$ cat src/rtl/rgb2yuv_skin_pipe.sv
// RGB -> BT.601 Y/U/V converter with runtime U/V skin-window flag; optional per-frame skin counter (SKIN_COUNT_EN).
// Latency 5 cycles from input acceptance to out_valid, 1 pixel/clock; a single enable stalls every stage under backpressure.
module rgb2yuv_skin_pipe #(
    parameter int IN_W   = 8,
    parameter int COEF_W = 18,
    parameter int CNT_W  = 20
) (
    input  logic             clk,
    input  logic             rst_n,
    input  logic             in_valid,
    output logic             in_ready,
    input  logic [IN_W-1:0]  in_red,
    input  logic [IN_W-1:0]  in_grn,
    input  logic [IN_W-1:0]  in_blu,
    input  logic             in_last,
    input  logic [7:0]       u_min,
    input  logic [7:0]       u_max,
    input  logic [7:0]       v_min,
    input  logic [7:0]       v_max,
    output logic             out_valid,
    input  logic             out_ready,
    output logic [7:0]       o_y,
    output logic [7:0]       o_u,
    output logic [7:0]       o_v,
    output logic             o_skin,
    output logic             o_last,
    output logic [CNT_W-1:0] skin_cnt,
    output logic             skin_cnt_vld
);
    localparam int PW = COEF_W + IN_W + 1;
    localparam int SW = PW + 2;
    // Row order Y, U, V; column order red, green, blue.
    localparam logic signed [COEF_W-1:0] COEF [9] = '{
        COEF_W'(66),  COEF_W'(129), COEF_W'(25),
        COEF_W'(-38), COEF_W'(-74), COEF_W'(112),
        COEF_W'(112), COEF_W'(-94), COEF_W'(-18)};
    localparam logic signed [SW-1:0] RND   = SW'(2**(IN_W-1));
    localparam logic signed [SW-1:0] OFF_Y = SW'(16);
    localparam logic signed [SW-1:0] OFF_C = SW'(128);
    localparam logic signed [SW-1:0] MAX8  = SW'(255);

    function automatic logic signed [PW-1:0] mul(input logic signed [COEF_W-1:0] c,
                                                 input logic [IN_W-1:0] x);
        logic signed [PW-1:0] ce, xe;
        ce = {{(PW-COEF_W){c[COEF_W-1]}}, c};
        xe = {{(PW-IN_W){1'b0}}, x};
        return ce * xe;
    endfunction

    function automatic logic signed [SW-1:0] sx(input logic signed [PW-1:0] p);
        return {{2{p[PW-1]}}, p};
    endfunction

    function automatic logic [7:0] clamp8(input logic signed [SW-1:0] s,
                                          input logic signed [SW-1:0] off);
        logic signed [SW-1:0] t;
        t = (s >>> IN_W) + off;
        if (t[SW-1])       return 8'd0;
        else if (t > MAX8) return 8'd255;
        else               return t[7:0];
    endfunction

    logic                 en;
    logic                 s1_vld, s2_vld, s3_vld, s4_vld, s5_vld;
    logic                 s1_last, s2_last, s3_last, s4_last, s5_last, s5_skin;
    logic [IN_W-1:0]      s1_rgb [3];
    logic signed [PW-1:0] s2_prod [9];
    logic signed [SW-1:0] s3_sum [3];
    logic [7:0]           s4_yuv [3];
    logic [7:0]           s5_y, s5_u, s5_v;

    assign en       = out_ready | ~out_valid;
    assign in_ready = en;

    always_ff @(posedge clk or negedge rst_n) begin
        if (!rst_n) begin
            {s1_vld, s2_vld, s3_vld, s4_vld, s5_vld, out_valid} <= '0;
            {s1_last, s2_last, s3_last, s4_last, s5_last, o_last} <= '0;
            for (int i = 0; i < 3; i++) begin
                s1_rgb[i] <= '0;
                s3_sum[i] <= '0;
                s4_yuv[i] <= '0;
            end
            for (int i = 0; i < 9; i++) s2_prod[i] <= '0;
            {s5_y, s5_u, s5_v, s5_skin} <= '0;
            {o_y, o_u, o_v, o_skin}     <= '0;
        end else if (en) begin
            s1_vld    <= in_valid;
            s1_last   <= in_last;
            s1_rgb[0] <= in_red;
            s1_rgb[1] <= in_grn;
            s1_rgb[2] <= in_blu;

            s2_vld  <= s1_vld;
            s2_last <= s1_last;
            for (int i = 0; i < 9; i++) s2_prod[i] <= mul(COEF[i], s1_rgb[i % 3]);

            s3_vld  <= s2_vld;
            s3_last <= s2_last;
            for (int k = 0; k < 3; k++)
                s3_sum[k] <= sx(s2_prod[3*k]) + sx(s2_prod[3*k+1]) + sx(s2_prod[3*k+2]) + RND;

            s4_vld    <= s3_vld;
            s4_last   <= s3_last;
            s4_yuv[0] <= clamp8(s3_sum[0], OFF_Y);
            s4_yuv[1] <= clamp8(s3_sum[1], OFF_C);
            s4_yuv[2] <= clamp8(s3_sum[2], OFF_C);

            // Window compare uses the threshold ports as seen right now; an empty window (min>max) never matches.
            s5_vld  <= s4_vld;
            s5_last <= s4_last;
            s5_y    <= s4_yuv[0];
            s5_u    <= s4_yuv[1];
            s5_v    <= s4_yuv[2];
            s5_skin <= (s4_yuv[1] >= u_min) && (s4_yuv[1] <= u_max) &&
                       (s4_yuv[2] >= v_min) && (s4_yuv[2] <= v_max);

            out_valid <= s5_vld;
            o_last    <= s5_last;
            o_y       <= s5_y;
            o_u       <= s5_u;
            o_v       <= s5_v;
            o_skin    <= s5_skin;
        end
    end

`ifdef SKIN_COUNT_EN
    logic             xfer;
    logic [CNT_W-1:0] cnt, cnt_inc;

    assign xfer = out_valid & out_ready;

    always_comb begin
        cnt_inc = cnt;
        if (o_skin && (cnt != {CNT_W{1'b1}})) cnt_inc = cnt + 1'b1;
    end

    always_ff @(posedge clk or negedge rst_n) begin
        if (!rst_n) begin
            cnt          <= '0;
            skin_cnt     <= '0;
            skin_cnt_vld <= 1'b0;
        end else begin
            skin_cnt_vld <= xfer & o_last;
            if (xfer) begin
                if (o_last) begin
                    skin_cnt <= cnt_inc;
                    cnt      <= '0;
                end else begin
                    cnt <= cnt_inc;
                end
            end
        end
    end
`else
    assign skin_cnt     = '0;
    assign skin_cnt_vld = 1'b0;
`endif

endmodule

$ cat config.mk
export PLATFORM = sky130hd
export DESIGN_NAME = rgb2yuv_skin_pipe
export DESIGN_NICKNAME = d
export VERILOG_FILES = /design/src/rtl/rgb2yuv_skin_pipe.sv
export SDC_FILE = /design/constraint.sdc
export NUM_CORES = 1
export LEC_CHECK = 0
export ABC_AREA = 1
export ABC_CLOCK_PERIOD_IN_PS = 3400
export BUFFER_PORTS_ARGS = -buffer_cell sky130_fd_sc_hd__buf_2
export CORE_UTILIZATION = 25
export CTS_BUF_LIST = sky130_fd_sc_hd__clkbuf_4 sky130_fd_sc_hd__clkbuf_8
export DETAILED_ROUTE_END_ITERATION = 12
export PLACE_DENSITY = 0.37
export SLEW_MARGIN = 20
export SYNTH_ARGS = -nofsm -noshare
export SYNTH_HDL_FRONTEND = slang
export SYNTH_SLANG_ARGS = --single-unit
$ cat constraint.sdc
create_clock -name clk -period 3.4 [get_ports clk]
set_input_delay 1.02 -clock clk [delete_from_list [all_inputs] [get_ports clk]]
set_output_delay 1.02 -clock clk [all_outputs]
set_load 0.03 [all_outputs]
==> metrics, run 1 <==
post-synthesis mux area share=0; FF+latch count, synth=~280; # hold bufs at CTS=0; Vias=18100; Wirelength per Cell=15.3 um; register area share after synthesis=0.319; crit path capture type=register; Simple-Gate Fraction of Synth Area=0.237; Sink Count=277; DRC=0; worst reg2reg setup slack=-0.03 ns; first-pass GRT wire length=105000 um; EDFF count, synth=0; vias per cell=4.28; post-synthesis compound-gate area fraction=0.0825; Final Cycle Share=1.01; pin count of the biggest net entering global routing=121; Worst Setup Slack, final=-0.0295 ns; worst setup path class=register to register; Synth Instances=approximately 2800; Yosys top cell area share=0.319; Max H-tree Level=2; Clock Pin Slew Worst Setup and Hold Paths=0.06 ns; worst hold-check path type=primary input to asynchronous set/reset pin; failing checks=setup timing; synth unique cells=48; CTS tree=yes; WP data required=3.93 ns; final instance area=27200 sq um; final estimated routing congestion in global placement=about 0.83; synth warn=0; Slew headroom=0.482; RSZ-0062 raised after global routing=yes; vias in the first global route=18800; area grow syn2layout=24.8%; first-pass iteration count of the detailed router=5; final net count=roughly 3500; area leader, netlist=dfrtp_1; Clock Tree Buf Depth=3; dominant cells by area after synthesis=dfrtp_1 (32%), ha_1 (17%), nand2_1 (15%); row count=roughly 110; Core ar.=85700 sq um; Die Y-Extent=297 um; post-route ant nets=0; Synth Cell Area=21800 sq um; nature of the critical path startpoint=register; Primary FF master, synth=dfrtp_1; gr usage total=0.149; max cap viols=0; starting density of the core=0.254; Post-synth ARST share=1.00; Die Width=between 200 and 300 um; RR Endpoint=s2_prod[124]; total grt overflow=0; Syn Area/Cell=7.85 sq um; placed cell areas=24700 sq um; layout cells sized above 1=0.196; crit path time final=3.43 ns; hold violation count in the final report=0; FF-to-FF Start=s1_rgb[12]; R2R depth=16; outcome=finished, violations left; largest family of logic cells by synthesized area=adder cells; Setup Viol. Count Final=5; total CTS buffers=58; DRT iter0 DRCs=726; arrival time at the worst endpoint=3.96 ns; root buf cell=clkbuf_8; Fmax=0.292 GHz; adder-cell share of the synthesized area=0.254; initial antenna violation count=2; clock latency on the worst-skew pair=0.69 ns; I/O Pins=110; clk_skew=0.0494 ns; worst slew pin tran=0.777 ns; Final HPWL DP=50600 um; Max Slew Vio Count=0; WL final=64600 um; CP Max Fanout=5; Synth Area in XOR/XNOR=0.0168; Die Area=88200 sq um; PortBufs=88
==> cells in the final DEF, fill, tap and decap left out, types with 45 or more instances in the layout <==
cell      instances
clkbuf_8         77
a21oi_1          65
nand3_1         125
fa_1             91
dfrtp_1         264
ha_1            235
o21ai_0         171
buf_4           150
nor2_1          107
inv_1           386
buf_2            87
ha_4             45
nand2_1         831
==> timing repair <==
item / CTS / global route
pin swaps: 34 / 62
setup endpoints to repair: 21 / 41
resized for setup: 46 / 119
setup buffers: 12 / 21
==> layer usage <==
metal	part of all wire	GRT usage	vias up	routed length, um
met4	0.020	0.0358	0	1270
met1	0.50	0.211	8429	32400
met2	0.44	0.235	262	28400
met3	0.039	0.0225	71	2510
li1	-	-	9313	-
met5	0	0	-	0
==> critical path: stages, from the launching register on <==
cell,delay (ns)
dfrtp_2,0.45
inv_2,0.09
ha_4,0.20
fa_1,0.51
inv_1,0.06
fa_1,0.52
inv_2,0.04
fa_1,0.51
inv_2,0.05
ha_4,0.28
nand2_2,0.07
nor2_4,0.12
nand3_1,0.10
nand3_1,0.11
nand2_1,0.05
nand3_1,0.07
o21ai_1,0.07
==> sequential cells by signal, summed over array words and instances, names as in the netlist, 8 cells and up <==
register  count
o_v           8
s5_u          8
s3_sum       52
s1_rgb       24
s4_yuv       24
o_u           8
o_y           8
s5_y          8
s2_prod     115
s5_v          8
==> layout make-up <==
type	count	area, sq um
fillers	9162	58500
clock buffers	90	1160
clock inverters	19	290
multi-input cells	2008	13800
flip-flops and latches	277	6950
well taps	1144	1430
diodes	2	5.00
repair buffers	258	1900
inverters	426	1610
==> cell families after synthesis <==
kind of cell	count (synthesis)
simple gates	1228
buf+inv	507
fa+ha+maj	384
compound gates	335
flops	277
xor+xnor	40
other cells	1
==> Yosys cell counts (all sizes together), types with 3 or more instances <==
master / count
a211oi: 5
a21o: 4
nand4: 30
xor2: 30
o21bai: 6
nand3: 143
fa: 96
nor3: 25
a31oi: 17
dfrtp: 277
a21oi: 79
nor2: 129
o21ai: 207
and2: 8
clkbuf: 55
or2: 6
nand3b: 11
o211ai: 6
nand2: 874
a221oi: 3
xnor2: 10
ha: 288
buf: 26
inv: 426
==> per-stage QoR <==
| stage | utilization | setup slack, ns | TNS (ns) | hold slack, ns | std cells |
|---|---|---|---|---|---|
| detailed placement | 0.288 | -0.162 | -1.20 | 0.447 | 4081 |
| CTS | 0.308 | -0.0365 | -0.146 | 0.310 | 4202 |
| finish | 0.317 | -0.0295 | -0.0952 | 0.315 | 4224 |
| global route | 0.317 | -0.202 | -1.72 | 0.362 | 4223 |
| global placement | 0.288 | -0.196 | -0.706 | 0.448 | 4081 |
| floorplan | - | -0.00692 | -0.00692 | 0.420 | 2792 |
==> how the worst max path moves through the flow <==
stage / start / endpoint / slack, ns / cells past startpoint
5_1_grt: s1_rgb[12] / s2_prod[121] / -0.20 / 19
6_report: s1_rgb[12] / s2_prod[124] / -0.03 / 16
3_5_place_dp: s1_rgb[11] / s2_prod[121] / -0.16 / 17
3_3_place_gp: s1_rgb[11] / s2_prod[121] / -0.20 / 17
4_1_cts: s1_rgb[9] / s2_prod[121] / -0.04 / 19
2_1_floorplan: s1_rgb[9] / s2_prod[121] / -0.007 / 17
Power of run 1 is not shown: default switching activity piles up to over one toggle a cycle in this logic, so the estimate is an artifact.
==> run 2: changes to the inputs <==
CORE_MARGIN = 5   (was unset)
SKIP_CTS_REPAIR_TIMING = 1   (was unset)
==> run 2 against run 1 <==
Cell count shrank 0.38%. Clock skew shrank 0.0074 ns. Core utilization shrank 0.84 points. Highest routed layer is now met5. Sequential share of layout area grew 0.40 points. Worst hold slack gained 0.011 ns. Global-route usage shrank 1.2 points. Worst setup slack lost 0.034 ns. Critical endpoint is now s2_prod[121]. Die area grew 5.5%. The run still ends with setup timing left. Fmax shrank 0.97%.
==> metrics, run 2 (synthesis gave the netlist of run 1 again) <==
worst hold-check path type=primary input to asynchronous set/reset pin (unchanged); pre-CTS WS=-0.158 ns (was -0.162 ns); pin count of the biggest net entering global routing=124 (was 121); DRT iter0 DRCs=659 (was 726); Util after Layout=0.308 (was 0.317); Die Y-Extent=305 um (was 297 um); starting density of the core=0.251 (was 0.254); Vias=17900 (was 18100); Top Registers=s2_prod x115, s3_sum x52 (unchanged); first-pass iteration count of the detailed router=5 (unchanged); area grow syn2layout=22.8% (was 24.8%); first-pass GRT wire length=103000 um (was 105000 um); clk_skew=0.0420 ns (was 0.0494 ns); outcome=finished, violations left (unchanged); most frequent cells in the layout=nand2_1 (832), inv_1 (386), dfrtp_1 (267) (was nand2_1 (831), inv_1 (386), dfrtp_1 (264)); most common cell after layout, fill and taps aside=nand2_1 (unchanged); Worst Setup Slack, final=-0.0631 ns (was -0.0295 ns); Min Hold Slack=0.326 ns (was 0.315 ns); layout cells sized above 1=0.185 (was 0.196); Clock Pin Slew Worst Setup and Hold Paths=0.06 ns (about the same); crit path capture type=register (unchanged); fill cell count=9313 (was 9162); final net count=3449 (was 3474); crit path time final=3.46 ns (was 3.43 ns); I/O Pins=110 (unchanged); vias in the first global route=18400 (was 18800); Fmax=0.289 GHz (was 0.292 GHz); Core ar.=86600 sq um (was 85700 sq um); area of the multi-input gates=13800 sq um (about the same); Final Cycle Share=1.02 (was 1.01); WP data required=3.98 ns (was 3.93 ns); RSZ-0062 raised after global routing=yes (unchanged); total CTS buffers=58 (unchanged); Clock Tree Buf Depth=3 (unchanged); Die Width=305 um (was 297 um); arrival time at the worst endpoint=4.04 ns (was 3.96 ns); max cap viols=0 (unchanged); vias per cell=4.26 (was 4.28); CTS tree=yes (unchanged); Setup Viol. Count Final=6 (was 5); worst slew pin tran=1.04 ns (was 0.777 ns); clock latency on the worst-skew pair=0.69 ns (about the same); total grt overflow=0 (unchanged); nature of the critical path startpoint=register (unchanged); hold violation count in the final report=0 (unchanged); Biggest register=s2_prod (unchanged); Slew headroom=0.305 (was 0.482); register area=6940 sq um (was 6950 sq um); WL final=64100 um (was 64600 um); gr usage total=0.137 (was 0.149); Final HPWL DP=50300 um (was 50600 um); CP Max Fanout=4 (was 5); max reg flops=115 (unchanged); initial antenna violation count=2 (unchanged); DRC=0 (unchanged); row count=108 (was 107); Sink Count=277 (unchanged); root buf cell=clkbuf_8 (unchanged); post-route ant nets=0 (unchanged); Max Slew Vio Count=0 (unchanged); Die Area=93000 sq um (was 88200 sq um); setup TNS=-0.218 ns (was -0.0952 ns); failing checks=setup timing (unchanged); Max H-tree Level=2 (unchanged); worst setup path class=register to register (unchanged); Wirelength per Cell=15.2 um (was 15.3 um); final estimated routing congestion in global placement=0.802 (was 0.830); PortBufs=88 (unchanged)
-- run 2: changes by cell type in the layout (fill, tap and decap cells not counted), sizes merged --
cell / change
clkinvlp: +2
clkinv: +1
bufinv: -5
buf: -25
-- run 2: path summary, 6_finish.rpt --
| kind | from | cells past startpoint | endpoint | slack (ns) |
|---|---|---|---|---|
| setup reg to reg | s1_rgb[10] | 19 | s2_prod[121] | -0.06 |
| hold reg to reg | s5_vld | 2 | out_valid | 0.46 |
| max in group asynchronous | rst_n | 2 | s3_sum[72] | 2.24 |
| setup / recovery | s1_rgb[10] | 19 | s2_prod[121] | -0.06 |
| min in group clk | s5_vld | 2 | out_valid | 0.46 |
| hold / removal | rst_n | 1 | o_v[4] | 0.33 |
-- run 2: area by class of cell --
type	count	area share
Tap cell	1155	0.0541
Clock inverter	17	0.00609
Timing Repair Buffer	233	0.0622
Multi-Input combinational cell	2008	0.516
Clock buffer	90	0.0417
Sequential cell	277	0.260
Antenna cell	2	0.000187
Inverter	426	0.0602
-- run 2: metrics by stage --
stage / cell area, sq um / instances
finish: 26700 / 4208
global route: 26700 / 4207
CTS: 25800 / 4183
detailed placement: 24500 / 4076
global placement: 24500 / 4076
floorplan: 22000 / 2792
-- run 2: critical path, stage by stage (launching register included) --
cell     delay (ns)
dfrtp_1        0.41
inv_2          0.08
ha_4           0.30
inv_4          0.04
ha_4           0.25
inv_2          0.03
fa_1           0.47
inv_1          0.05
fa_1           0.56
ha_4           0.23
a21oi_2        0.11
nand2_1        0.08
nand2_2        0.09
nand2_2        0.07
a21oi_4        0.15
o21ai_2        0.09
a21oi_2        0.14
nand2_1        0.08
nand3_1        0.09
nand2_1        0.06
-- run 2: routing by layer --
metal / routed length (um) / part of all wire / GRT usage / up-vias
li1: - / - / - / 9262
met1: 32600 / 0.51 / 0.196 / 8382
met2: 28200 / 0.44 / 0.217 / 222
met3: 1930 / 0.030 / 0.0210 / 75
met4: 1330 / 0.021 / 0.0317 / 2
met5: 7 / 0.00011 / 0 / -
Power of run 2 is left out for the same reason.
==> run 3: changes to the inputs <==
HOLD_SLACK_MARGIN = 0.1   (was unset)
SETUP_SLACK_MARGIN = 0.4   (was unset)
==> run 3 against run 2 <==
The flow still finishes with violations (setup timing). Cell area up 5.5%. Sequential share of layout area down 1.3 points. Non-clock buffer count up 37. Fmax down 2.3%. Worst hold slack worse by 0.029 ns.
==> metrics, run 3 (synthesis gave the netlist of run 1 again) <==
outcome=finished, violations left (unchanged); failing checks=setup timing (unchanged); Clock Tree Buf Depth=3 (unchanged); total CTS buffers=54 (was 58); DRC=0 (unchanged); Top Registers=s2_prod x115, s3_sum x52 (unchanged); vias in the first global route=18600 (was 18400); Vias=18300 (was 17900); met1 WL=33100 um (was 32600 um); Setup Viol. Count Final=8 (was 6); clk_skew=0.0340 ns (was 0.0420 ns); WL final=67300 um (was 64100 um); Wirelength per Cell=15.9 um (was 15.2 um); Final Cycle Share=1.04 (was 1.02); worst hold-check path type=primary input to asynchronous set/reset pin (unchanged); Worst Setup Slack, final=-0.144 ns (was -0.0631 ns); Die Area=93000 sq um (unchanged); final estimated routing congestion in global placement=0.836 (was 0.802); hold violation count in the final report=0 (unchanged); worst setup path class=register to register (unchanged); Core ar.=86600 sq um (unchanged); Max H-tree Level=2 (unchanged); final net count=3482 (was 3449); met3 WL=2040 um (was 1930 um); crit path capture type=register (unchanged); CP Max Fanout=5 (was 4); post-route ant nets=0 (unchanged); highest routed layer=met5 (unchanged); worst slew pin tran=0.703 ns (was 1.04 ns); clock latency on the worst-skew pair=0.66 ns (was 0.69 ns); layout cells sized above 1=0.259 (was 0.185); nature of the critical path startpoint=register (unchanged); row count=108 (unchanged); first-pass iteration count of the detailed router=5 (unchanged); Clock Pin Slew Worst Setup and Hold Paths=0.06 ns (about the same); pre-CTS WS=-0.172 ns (was -0.158 ns); area grow syn2layout=29.5% (was 22.8%); Max Slew Vio Count=0 (unchanged); Fmax=0.282 GHz (was 0.289 GHz); Util after Layout=0.325 (was 0.308); vias per cell=4.30 (was 4.26); Die Width=305 um (unchanged); DRT iter0 DRCs=852 (was 659); WP data required=3.90 ns (was 3.98 ns); met2 wire len=31000 um (was 28200 um); I/O Pins=110 (unchanged); arrival time at the worst endpoint=4.04 ns (about the same); first-pass GRT wire length=106000 um (was 103000 um); crit path time final=3.54 ns (was 3.46 ns); max cap viols=0 (unchanged); starting density of the core=0.251 (unchanged); pin count of the biggest net entering global routing=144 (was 124); Final HPWL DP=52000 um (was 50300 um); most common cell after layout, fill and taps aside=nand2_1 (unchanged); CTS tree=yes (unchanged); total grt overflow=0 (unchanged); Sink Count=277 (unchanged); gr usage total=0.142 (was 0.137); Biggest register=s2_prod (unchanged); Min Hold Slack=0.297 ns (was 0.326 ns); RSZ-0062 raised after global routing=yes (unchanged); Slew headroom=0.531 (was 0.305); max reg flops=115 (unchanged); PortBufs=88 (unchanged); root buf cell=clkbuf_8 (unchanged); most frequent cells in the layout=nand2_1 (784), inv_1 (355), dfrtp_1 (250) (was nand2_1 (832), inv_1 (386), dfrtp_1 (267)); Die Y-Extent=305 um (unchanged); initial antenna violation count=6 (was 2)
[run 3: cell types whose count changed in the layout (fill, tap and decap cells not counted), moves of 14 or more]
cell / before / now
o21ai_0: 175 / 151
nand2_2: 42 / 76
nand2_4: 0 / 14
dfrtp_2: 10 / 27
inv_2: 38 / 62
nor2_4: 4 / 18
nor2_1: 110 / 94
buf_4: 126 / 149
ha_4: 41 / 79
dfrtp_1: 267 / 250
inv_1: 386 / 355
nand2_1: 832 / 784
ha_1: 240 / 191
[run 3: path summary, 6_finish.rpt]
check                            from            to  slack (ns)  cells after the start
max                        s1_rgb[12]  s2_prod[124]       -0.14                     17
min                             rst_n       s5_v[4]        0.30                      1
max reg2reg                s1_rgb[12]  s2_prod[124]       -0.14                     17
min reg2reg                    s5_vld     out_valid        0.46                      2
max in group asynchronous       rst_n    s3_sum[66]        2.27                      2
min in group clk               s5_vld     out_valid        0.46                      2
[run 3: final cells by class]
type                            count  area (sq um)
Antenna cell                        3          7.51
Clock buffer                       87          1100
Clock inverter                     15           126
Fill cell                        9197         58400
Inverter                          426          1630
Multi-Input combinational cell   2008         14900
Sequential cell                   277          6970
Tap cell                         1155          1450
Timing Repair Buffer              270          2040
[run 3: metal layers]
| metal | vias to the layer above | GRT usage |
|---|---|---|
| li1 | 9334 | - |
| met4 | 4 | 0.0270 |
| met5 | - | 0 |
| met2 | 219 | 0.233 |
| met3 | 74 | 0.0222 |
| met1 | 8621 | 0.200 |
[run 3: worst max-delay path: stages (launching register included)]
cell,delay [ns]
dfrtp_2,0.45
buf_6,0.14
inv_4,0.05
ha_4,0.20
fa_1,0.49
inv_1,0.05
fa_1,0.49
inv_2,0.04
fa_1,0.54
inv_2,0.05
ha_4,0.31
nand2_4,0.06
nor2_4,0.12
nand3_2,0.10
nand3_2,0.10
nand2_1,0.06
nand3_1,0.08
o21ai_1,0.08
[run 3: metrics by stage]
stage,cell area (sq um),TNS (ns),instances
after detailed placement,24800,-0.777,4072
after floorplan,22300,0,2792
after CTS,26100,-0.958,4174
after global placement,24800,-0.607,4072
final,28200,-0.720,4241
after global routing,28200,-3.03,4240
Power of run 3 is left out for the same reason.
